==> src/rtl/rob_pkg.sv <==
// Shared definitions for the speculative temporary file, dispatch tail and commit unit:
// entry field layout, instruction type codes and the commit FSM state type.
package rob_pkg;

  localparam int ENTRY_W = 73;

  localparam int RD_HI   = 72;
  localparam int RD_LO   = 68;
  localparam int PC_HI   = 67;
  localparam int PC_LO   = 36;
  localparam int TYPE_HI = 35;
  localparam int TYPE_LO = 34;
  localparam int DATA_HI = 33;
  localparam int DATA_LO = 2;
  localparam int SV_BIT  = 1;
  localparam int V_BIT   = 0;

  localparam logic [1:0] T_ALU    = 2'b00;
  localparam logic [1:0] T_LOAD   = 2'b01;
  localparam logic [1:0] T_STORE  = 2'b10;
  localparam logic [1:0] T_BRANCH = 2'b11;

  typedef enum logic {
    RUN   = 1'b0,
    FLUSH = 1'b1
  } rob_state_e;

  typedef logic [ENTRY_W-1:0] rob_entry_t;

  function automatic logic writes_rd(input logic [1:0] entry_type);
    return (entry_type == T_ALU) || (entry_type == T_LOAD);
  endfunction

endpackage

==> src/rtl/rob_commit_unit_if.sv <==
// Bundle between the commit unit and its neighbours: dispatch pulse, head read port,
// retirement strobes, flush/redirect and debug visibility of the commit FSM.
interface rob_commit_unit_if #(
  parameter int PTR_W = 5
);
  import rob_pkg::*;

  // Handshakes: dispatch_new is a valid-only push with no ready, so the producer must
  // honour rob_full. Retirement treats head valid & spec_valid as valid and
  // !commit_stall as ready; an entry retires on a cycle where both hold (and count != 0).
  logic             dispatch_new;
  logic [PTR_W-1:0] tmp_rd_addr;
  rob_entry_t       tmp_rd_data;
  logic             commit_stall;
  logic             rob_full;
  logic             rob_empty;
  logic             arf_we;
  logic [4:0]       arf_waddr;
  logic [31:0]      arf_wdata;
  logic             store_commit;
  logic [31:0]      store_pc;
  logic             flush_out;
  logic [31:0]      redirect_pc;
  logic             overflow_err;
  rob_state_e       dbg_state;
  logic [PTR_W:0]   dbg_count;

  modport master (
    input  dispatch_new, tmp_rd_data, commit_stall,
    output tmp_rd_addr, rob_full, rob_empty, arf_we, arf_waddr, arf_wdata,
           store_commit, store_pc, flush_out, redirect_pc, overflow_err,
           dbg_state, dbg_count
  );

  modport slave (
    output dispatch_new, tmp_rd_data, commit_stall,
    input  tmp_rd_addr, rob_full, rob_empty, arf_we, arf_waddr, arf_wdata,
           store_commit, store_pc, flush_out, redirect_pc, overflow_err,
           dbg_state, dbg_count
  );

endinterface

==> src/rtl/rob_occupancy.sv <==
// Head pointer and occupancy counter of the temporary file, with full/empty flags
// and a sticky error for allocation attempts while full.
module rob_occupancy #(
  parameter int DEPTH = 32,
  parameter int PTR_W = 5
) (
  input  logic             clock,
  input  logic             reset,
  input  logic             clear,
  input  logic             push,
  input  logic             pop,
  output logic [PTR_W-1:0] head,
  output logic [PTR_W:0]   count,
  output logic             full,
  output logic             empty,
  output logic             overflow_err
);

  localparam logic [PTR_W:0] FULL_COUNT = (PTR_W + 1)'(DEPTH);

  assign full  = (count == FULL_COUNT);
  assign empty = (count == '0);

  // A push that coincides with a pop is accepted even when full: the slot frees this edge.
  always_ff @(posedge clock or posedge reset) begin
    if (reset) begin
      head         <= '0;
      count        <= '0;
      overflow_err <= 1'b0;
    end else if (clear) begin
      head  <= '0;
      count <= '0;
    end else begin
      if (pop) begin
        head <= head + 1'b1;
      end
      if (push && !pop && full) begin
        overflow_err <= 1'b1;
      end
      if (push && !pop && !full) begin
        count <= count + 1'b1;
      end else if (pop && !push) begin
        count <= count - 1'b1;
      end
    end
  end

endmodule

==> src/rtl/rob_commit_unit.sv <==
// In-order retirement from the temporary register file: one entry per cycle to the ARF,
// store path or branch check, with a pipeline-wide flush and redirect on mispredict.
module rob_commit_unit
  import rob_pkg::*;
#(
  parameter int DEPTH        = 32,
  parameter int PTR_W        = 5,
  parameter int FLUSH_CYCLES = 1
) (
  input logic               clock,
  input logic               reset,
  rob_commit_unit_if.master bus
);

  localparam int FC_W = (FLUSH_CYCLES > 1) ? $clog2(FLUSH_CYCLES) : 1;
  localparam logic [FC_W-1:0] FC_LAST = FC_W'(FLUSH_CYCLES - 1);

  rob_state_e       state;
  rob_state_e       state_next;
  logic [FC_W-1:0]  flush_cnt;
  logic             retire_en;
  logic             flush_active;

  logic [PTR_W-1:0] head;
  logic [PTR_W:0]   count;
  logic             full;
  logic             empty;
  logic             overflow_err;

  logic [4:0]       e_rd;
  logic [31:0]      e_pc;
  logic [1:0]       e_type;
  logic [31:0]      e_data;
  logic             e_sv;
  logic             e_v;
  logic             retire;
  logic             mispredict;

  assign e_rd   = bus.tmp_rd_data[RD_HI:RD_LO];
  assign e_pc   = bus.tmp_rd_data[PC_HI:PC_LO];
  assign e_type = bus.tmp_rd_data[TYPE_HI:TYPE_LO];
  assign e_data = bus.tmp_rd_data[DATA_HI:DATA_LO];
  assign e_sv   = bus.tmp_rd_data[SV_BIT];
  assign e_v    = bus.tmp_rd_data[V_BIT];

  assign retire     = retire_en && !empty && e_v && e_sv && !bus.commit_stall;
  // Static not-taken prediction: anything other than the fall-through PC is a mispredict.
  assign mispredict = retire && (e_type == T_BRANCH) && (e_data != e_pc + 32'd4);

  rob_occupancy #(
    .DEPTH (DEPTH),
    .PTR_W (PTR_W)
  ) u_occupancy (
    .clock        (clock),
    .reset        (reset),
    .clear        (mispredict),
    .push         (bus.dispatch_new && retire_en),
    .pop          (retire),
    .head         (head),
    .count        (count),
    .full         (full),
    .empty        (empty),
    .overflow_err (overflow_err)
  );

  always_ff @(posedge clock or posedge reset) begin
    if (reset) begin
      state     <= RUN;
      flush_cnt <= '0;
    end else begin
      state     <= state_next;
      flush_cnt <= (state == FLUSH) ? flush_cnt + 1'b1 : '0;
    end
  end

  always_comb begin
    state_next = state;
    case (state)
      RUN:     if (mispredict) state_next = FLUSH;
      FLUSH:   if (flush_cnt == FC_LAST) state_next = RUN;
      default: state_next = RUN;
    endcase
  end

  always_comb begin
    retire_en    = 1'b0;
    flush_active = 1'b0;
    case (state)
      RUN:     retire_en = 1'b1;
      FLUSH:   flush_active = 1'b1;
      default: retire_en = 1'b0;
    endcase
  end

  // Commit strobes are one-cycle pulses; their data fields read zero when the strobe is low.
  always_ff @(posedge clock or posedge reset) begin
    if (reset) begin
      bus.arf_we       <= 1'b0;
      bus.arf_waddr    <= '0;
      bus.arf_wdata    <= '0;
      bus.store_commit <= 1'b0;
      bus.store_pc     <= '0;
      bus.redirect_pc  <= '0;
    end else begin
      bus.arf_we       <= retire && writes_rd(e_type) && (e_rd != 5'd0);
      bus.arf_waddr    <= (retire && writes_rd(e_type) && (e_rd != 5'd0)) ? e_rd : 5'd0;
      bus.arf_wdata    <= (retire && writes_rd(e_type) && (e_rd != 5'd0)) ? e_data : 32'd0;
      bus.store_commit <= retire && (e_type == T_STORE);
      bus.store_pc     <= (retire && (e_type == T_STORE)) ? e_pc : 32'd0;
      if (mispredict) begin
        bus.redirect_pc <= e_data;
      end
    end
  end

  assign bus.tmp_rd_addr  = head;
  assign bus.rob_full     = full;
  assign bus.rob_empty    = empty;
  assign bus.flush_out    = flush_active;
  assign bus.overflow_err = overflow_err;
  assign bus.dbg_state    = state;
  assign bus.dbg_count    = count;

endmodule

==> src/flat_wrapper.sv <==
// flat-port wrapper written by rule: the top's interface ports become plain ports
module rob_commit_unit_flat import rob_pkg::*;
#(
  parameter int DEPTH        = 32,
  parameter int PTR_W        = 5,
  parameter int FLUSH_CYCLES = 1
)
  (clock, reset, bus_dispatch_new, bus_tmp_rd_data, bus_commit_stall, bus_tmp_rd_addr, bus_rob_full, bus_rob_empty, bus_arf_we, bus_arf_waddr, bus_arf_wdata, bus_store_commit, bus_store_pc, bus_flush_out, bus_redirect_pc, bus_overflow_err, bus_dbg_state, bus_dbg_count);
  rob_commit_unit_if #(.PTR_W(PTR_W)) bus_i ();
  input logic clock;
  input logic reset;
  input wire logic [$bits(bus_i.dispatch_new)-1:0] bus_dispatch_new;
  input wire logic [$bits(bus_i.tmp_rd_data)-1:0] bus_tmp_rd_data;
  input wire logic [$bits(bus_i.commit_stall)-1:0] bus_commit_stall;
  output wire logic [$bits(bus_i.tmp_rd_addr)-1:0] bus_tmp_rd_addr;
  output wire logic [$bits(bus_i.rob_full)-1:0] bus_rob_full;
  output wire logic [$bits(bus_i.rob_empty)-1:0] bus_rob_empty;
  output wire logic [$bits(bus_i.arf_we)-1:0] bus_arf_we;
  output wire logic [$bits(bus_i.arf_waddr)-1:0] bus_arf_waddr;
  output wire logic [$bits(bus_i.arf_wdata)-1:0] bus_arf_wdata;
  output wire logic [$bits(bus_i.store_commit)-1:0] bus_store_commit;
  output wire logic [$bits(bus_i.store_pc)-1:0] bus_store_pc;
  output wire logic [$bits(bus_i.flush_out)-1:0] bus_flush_out;
  output wire logic [$bits(bus_i.redirect_pc)-1:0] bus_redirect_pc;
  output wire logic [$bits(bus_i.overflow_err)-1:0] bus_overflow_err;
  output wire logic [$bits(bus_i.dbg_state)-1:0] bus_dbg_state;
  output wire logic [$bits(bus_i.dbg_count)-1:0] bus_dbg_count;
  assign bus_i.dispatch_new = bus_dispatch_new;
  assign bus_i.tmp_rd_data = bus_tmp_rd_data;
  assign bus_i.commit_stall = bus_commit_stall;
  assign bus_tmp_rd_addr = bus_i.tmp_rd_addr;
  assign bus_rob_full = bus_i.rob_full;
  assign bus_rob_empty = bus_i.rob_empty;
  assign bus_arf_we = bus_i.arf_we;
  assign bus_arf_waddr = bus_i.arf_waddr;
  assign bus_arf_wdata = bus_i.arf_wdata;
  assign bus_store_commit = bus_i.store_commit;
  assign bus_store_pc = bus_i.store_pc;
  assign bus_flush_out = bus_i.flush_out;
  assign bus_redirect_pc = bus_i.redirect_pc;
  assign bus_overflow_err = bus_i.overflow_err;
  assign bus_dbg_state = bus_i.dbg_state;
  assign bus_dbg_count = bus_i.dbg_count;
  rob_commit_unit #(.DEPTH(DEPTH), .PTR_W(PTR_W), .FLUSH_CYCLES(FLUSH_CYCLES)) u_core (.clock(clock), .reset(reset), .bus(bus_i));
endmodule
==> config.mk <==
export PLATFORM = sky130hd
export DESIGN_NAME = rob_commit_unit_flat
export DESIGN_NICKNAME = d
export VERILOG_FILES = /design/src/rtl/rob_pkg.sv /design/src/rtl/rob_commit_unit_if.sv /design/src/rtl/rob_occupancy.sv /design/src/rtl/rob_commit_unit.sv /design/src/flat_wrapper.sv
export SDC_FILE = /design/constraint.sdc
export NUM_CORES = 1
export LEC_CHECK = 0
export ABC_AREA = 1
export BUFFER_PORTS_ARGS = -buffer_cell sky130_fd_sc_hd__buf_4
export CAP_MARGIN = 30
export CORE_UTILIZATION = 46
export CTS_CLUSTER_SIZE = 12
export DETAILED_ROUTE_END_ITERATION = 8
export PLACE_DENSITY = 0.76
export SLEW_MARGIN = 5
export SYNTH_ARGS = -nofsm -noshare
export SYNTH_HDL_FRONTEND = slang
export SYNTH_HIERARCHICAL = 1
export SYNTH_SLANG_ARGS = --single-unit
==> constraint.sdc <==
create_clock -name clock -period 3.3 [get_ports clock]
set_input_delay 0.825 -clock clock [delete_from_list [all_inputs] [get_ports clock]]
set_output_delay 0.825 -clock clock [all_outputs]
set_load 0.01 [all_outputs]
==> flow_summary.yaml <==
floorplanning:
  core-area_um2: 12600
  fp.dieH_um: 116
  io_pins: 196
  die_area_um2: 13300
  rows: 41
  die_w_um: 116
  start_util_pct: 47.2
clocking:
  root_buffer: "clkbuf_16"
  cts.reportedPaths.clkPinSlew_ns: 0.05
  clk_latency_ns: 0.41
  numCtsBuffers: 17
  h-tree-depth: 4
  cts_hold_buf: 0
  cts_sinks: 117
  cts_setup_buffers: 0
  clk_path_buf_depth: 2
  cts_resized: 0
  tritoncts: "done"
placement:
  dp_cells: 1121
  numPortBuffers: 195
  globalplace.congestion: 1.00
  pre_cts_ws_ns: 0.147
  dp_hpwl_um: 12500
route:
  post_drt_wl_per_cell_um: 14.6
  vias_per_cell: 4.82
  via_count: 5552
  drc: 0
  routed_wl_um: 16800
  firstDrtPassIters: 5
  detail-route-antenna-nets: 0
  drtIter0Drc: 376
global_route:
  grt_max_degree: 34
  grtUsageMet3_pct: 8.05
  antenna_found_initial: 0
  grt_util_all_layers_pct: 27.0
  grt-ovfl-total: 0
  use_met1_pct: 33.7
  grt_util_met2_pct: 44.1
  busiest_layer: "met2"
  grt_pass1_wl_um: 26900
  grt_pass1_vias: 5472
sta:
  fin_skew_ns: 0.00621
  slew_violations: 0
  whs_ns: 0.425
  post-route-period-util_pct: 83.7
  rsz0062_at_grt: "no"
  fin_setup_tns_ns: 0
  finalSetupViolCount: 0
  report.final.hold_viol_count: 0
  worst_slack_ns: 0.536
  max-slew-margin-rel_pct: 48.1
  max_freq_mhz: 362
  max_slew.worst_pin.slew_ns: 0.777
  period_minus_slack_ns: 2.76
critical_path:
  cp-start-kind: "input port"
  cp_slowest_cell: "ha_1"
  r2r_start: "u_core/u_occupancy/count[2]$_DFFE_PP0P_"
  worstPathArrival_ns: 3.06
  crit_type: "input port to flip-flop"
  path_max_fanout: 8
  startpoint: "bus_tmp_rd_data[38]"
  ff2ff_path_depth: 16
  rr_endpoint: "u_core/u_occupancy/count[5]$_DFFE_PP0P_"
  cpLargestDelayFamily: "simple AND/OR/NAND/NOR gates"
  worst-path-stages: 19
  max_stage_delay_ns: 0.22
  crit_path_end: "u_core/u_occupancy/count[1]$_DFFE_PP0P_"
  cp-end-kind: "flip-flop"
  reg2reg_slack_ns: 0.74
  path_cells: "buf_4, ha_1, nand2_2, nor2_4, nand2_2, nor2_4, nand3_1, nand3_1, nand2_1, nor2_1, nand3_1, nor2_2, nand2_4, nand2_8, inv_1, a21oi_4, nand2_4, nand2_4, o22ai_1"
  path_buf_inv: 2
  critical_path_required_ns: 3.59
finish:
  n_antenna_cell: 0
  instances_no_fill: 1151
  nets: 1052
  layout-drive-gt1-share_pct: 27.7
  syn_to_final_growth_pct: 37.8
  postLayoutCoreUtil_pct: 65.0
synth:
  seq_area_frac_synth_pct: 49.4
  yosys_most_used_dff: "dfrtp_1"
  synth_edf_count: 0
  yosysMostFrequentCell: "nand2_1"
  synth_nets: 845
  syn_avg_cell_area_um2: 7.79
  synth_area_leaders: "dfrtp_1, nand2_1, nor2_1"
  synth_cell_types: 37
  ys_top_cells_by_count: "nand2_1, nor2_1, dfrtp_1"
  netlist_instances: 761
  async_reset_ff_share_pct: 100
  synth_top_cell_by_area: "dfrtp_1"
  synth_top_area_share_pct: 49.4
  yosys_register_bits: 117
  synth_warnings: 6
  syn_area_um2: 5930
outcome:
  status: "finished, final reports clean"
worst_hold_path:
  hold_path_depth: 1
  hold_class: "flip-flop to flip-flop"
flow_run:
  cap_violations: 0
power:
  powerDensity_nw_per_um2: 585
  p_leak_uw: 0.00464
  vdd_ir_drop_max_uv: 389
final cells by class:
cell class | count | area [µm²]
fill | 1119 | 4400
sequential | 117 | 2930
multi-input combinational | 518 | 2490
timing repair buffer | 205 | 1560
clock buffer | 26 | 509
inverter | 109 | 418
tap | 172 | 215
clock inverter | 4 | 45.0
flip-flops by register name, summed over array words and instances (netlist names):
signal and flops:
u_core/bus.dbg_state 1, u_core/u_occupancy/head 5, u_core/bus.arf_wdata 32, u_core/bus.store_pc 32, u_core/bus.redirect_pc 32, u_core/u_occupancy/overflow_err 1, u_core/bus.arf_we 1, u_core/flush_cnt 1
u_core/bus.store_commit 1, u_core/u_occupancy/count 6, u_core/bus.arf_waddr 5
placed cells by master, fill, tap and decap left out, drive strengths merged:
cell type,instances
clkinvlp,1
nand3b,2
xnor2,9
a21oi,9
inv,106
o21bai,2
clkinv,5
o21ai,9
dfrtp,117
a31oi,1
a31o,1
nor3,4
nand2,217
clkbuf,26
fa,1
o22ai,1
and3,2
ha,6
nor2,152
bufinv,1
and2,1
buf,205
nand3,82
nand4,3
xor2,16
per-stage QoR:
stage | cell area [µm²] | power, µW
2_1_floorplan | 5930 | 2470
3_3_place_gp | 7610 | 3030
3_5_place_dp | 7610 | 3060
4_1_cts | 8170 | 4810
5_1_grt | 8170 | 5040
6_report | 8170 | 4770
cells by family (layout without fill, tap and decap cells):
| kind of cell | after synthesis | after routing | share of synthesized area (%) |
|---|---|---|---|
| AND/OR/NAND/NOR | 463 | 463 | 33.9 |
| buffers and inverters | 126 | 344 | 8.78 |
| flip-flops | 117 | 117 | 49.4 |
| XOR/XNOR | 25 | 25 | 3.69 |
| AO/OA/AOI/OAI | 23 | 23 | 2.58 |
| adder cells (fa/ha/maj) | 7 | 7 | 1.60 |
per-layer routing:
layer  wire length [µm]  up-vias  share of wire, %
met4                350        0               2.1
li1                   -     2725                 -
met1               6970     2572                41
met3               1330       32               7.9
met2               8170      223                49
met5                  0        -                 0
power breakdown:
part	switching, µW	internal [µW]	total, µW
registers	162	1630	1790
clock network	613	1120	1730
logic	669	576	1250
worst min path at each step:
stage | from | endpoint | slack, ns
after global placement | u_core/flush_cnt$_DFF_PP0_ | u_core/flush_cnt$_DFF_PP0_ | 0.41
after CTS | u_core/flush_cnt$_DFF_PP0_ | u_core/flush_cnt$_DFF_PP0_ | 0.43
after floorplan | u_core/flush_cnt$_DFF_PP0_ | u_core/flush_cnt$_DFF_PP0_ | 0.40
after global routing | reset | u_core/u_occupancy/count[4]$_DFFE_PP0P_ | 0.46
final | u_core/flush_cnt$_DFF_PP0_ | u_core/flush_cnt$_DFF_PP0_ | 0.42
after detailed placement | u_core/flush_cnt$_DFF_PP0_ | u_core/flush_cnt$_DFF_PP0_ | 0.42
Power figures use the tool's default switching activity.
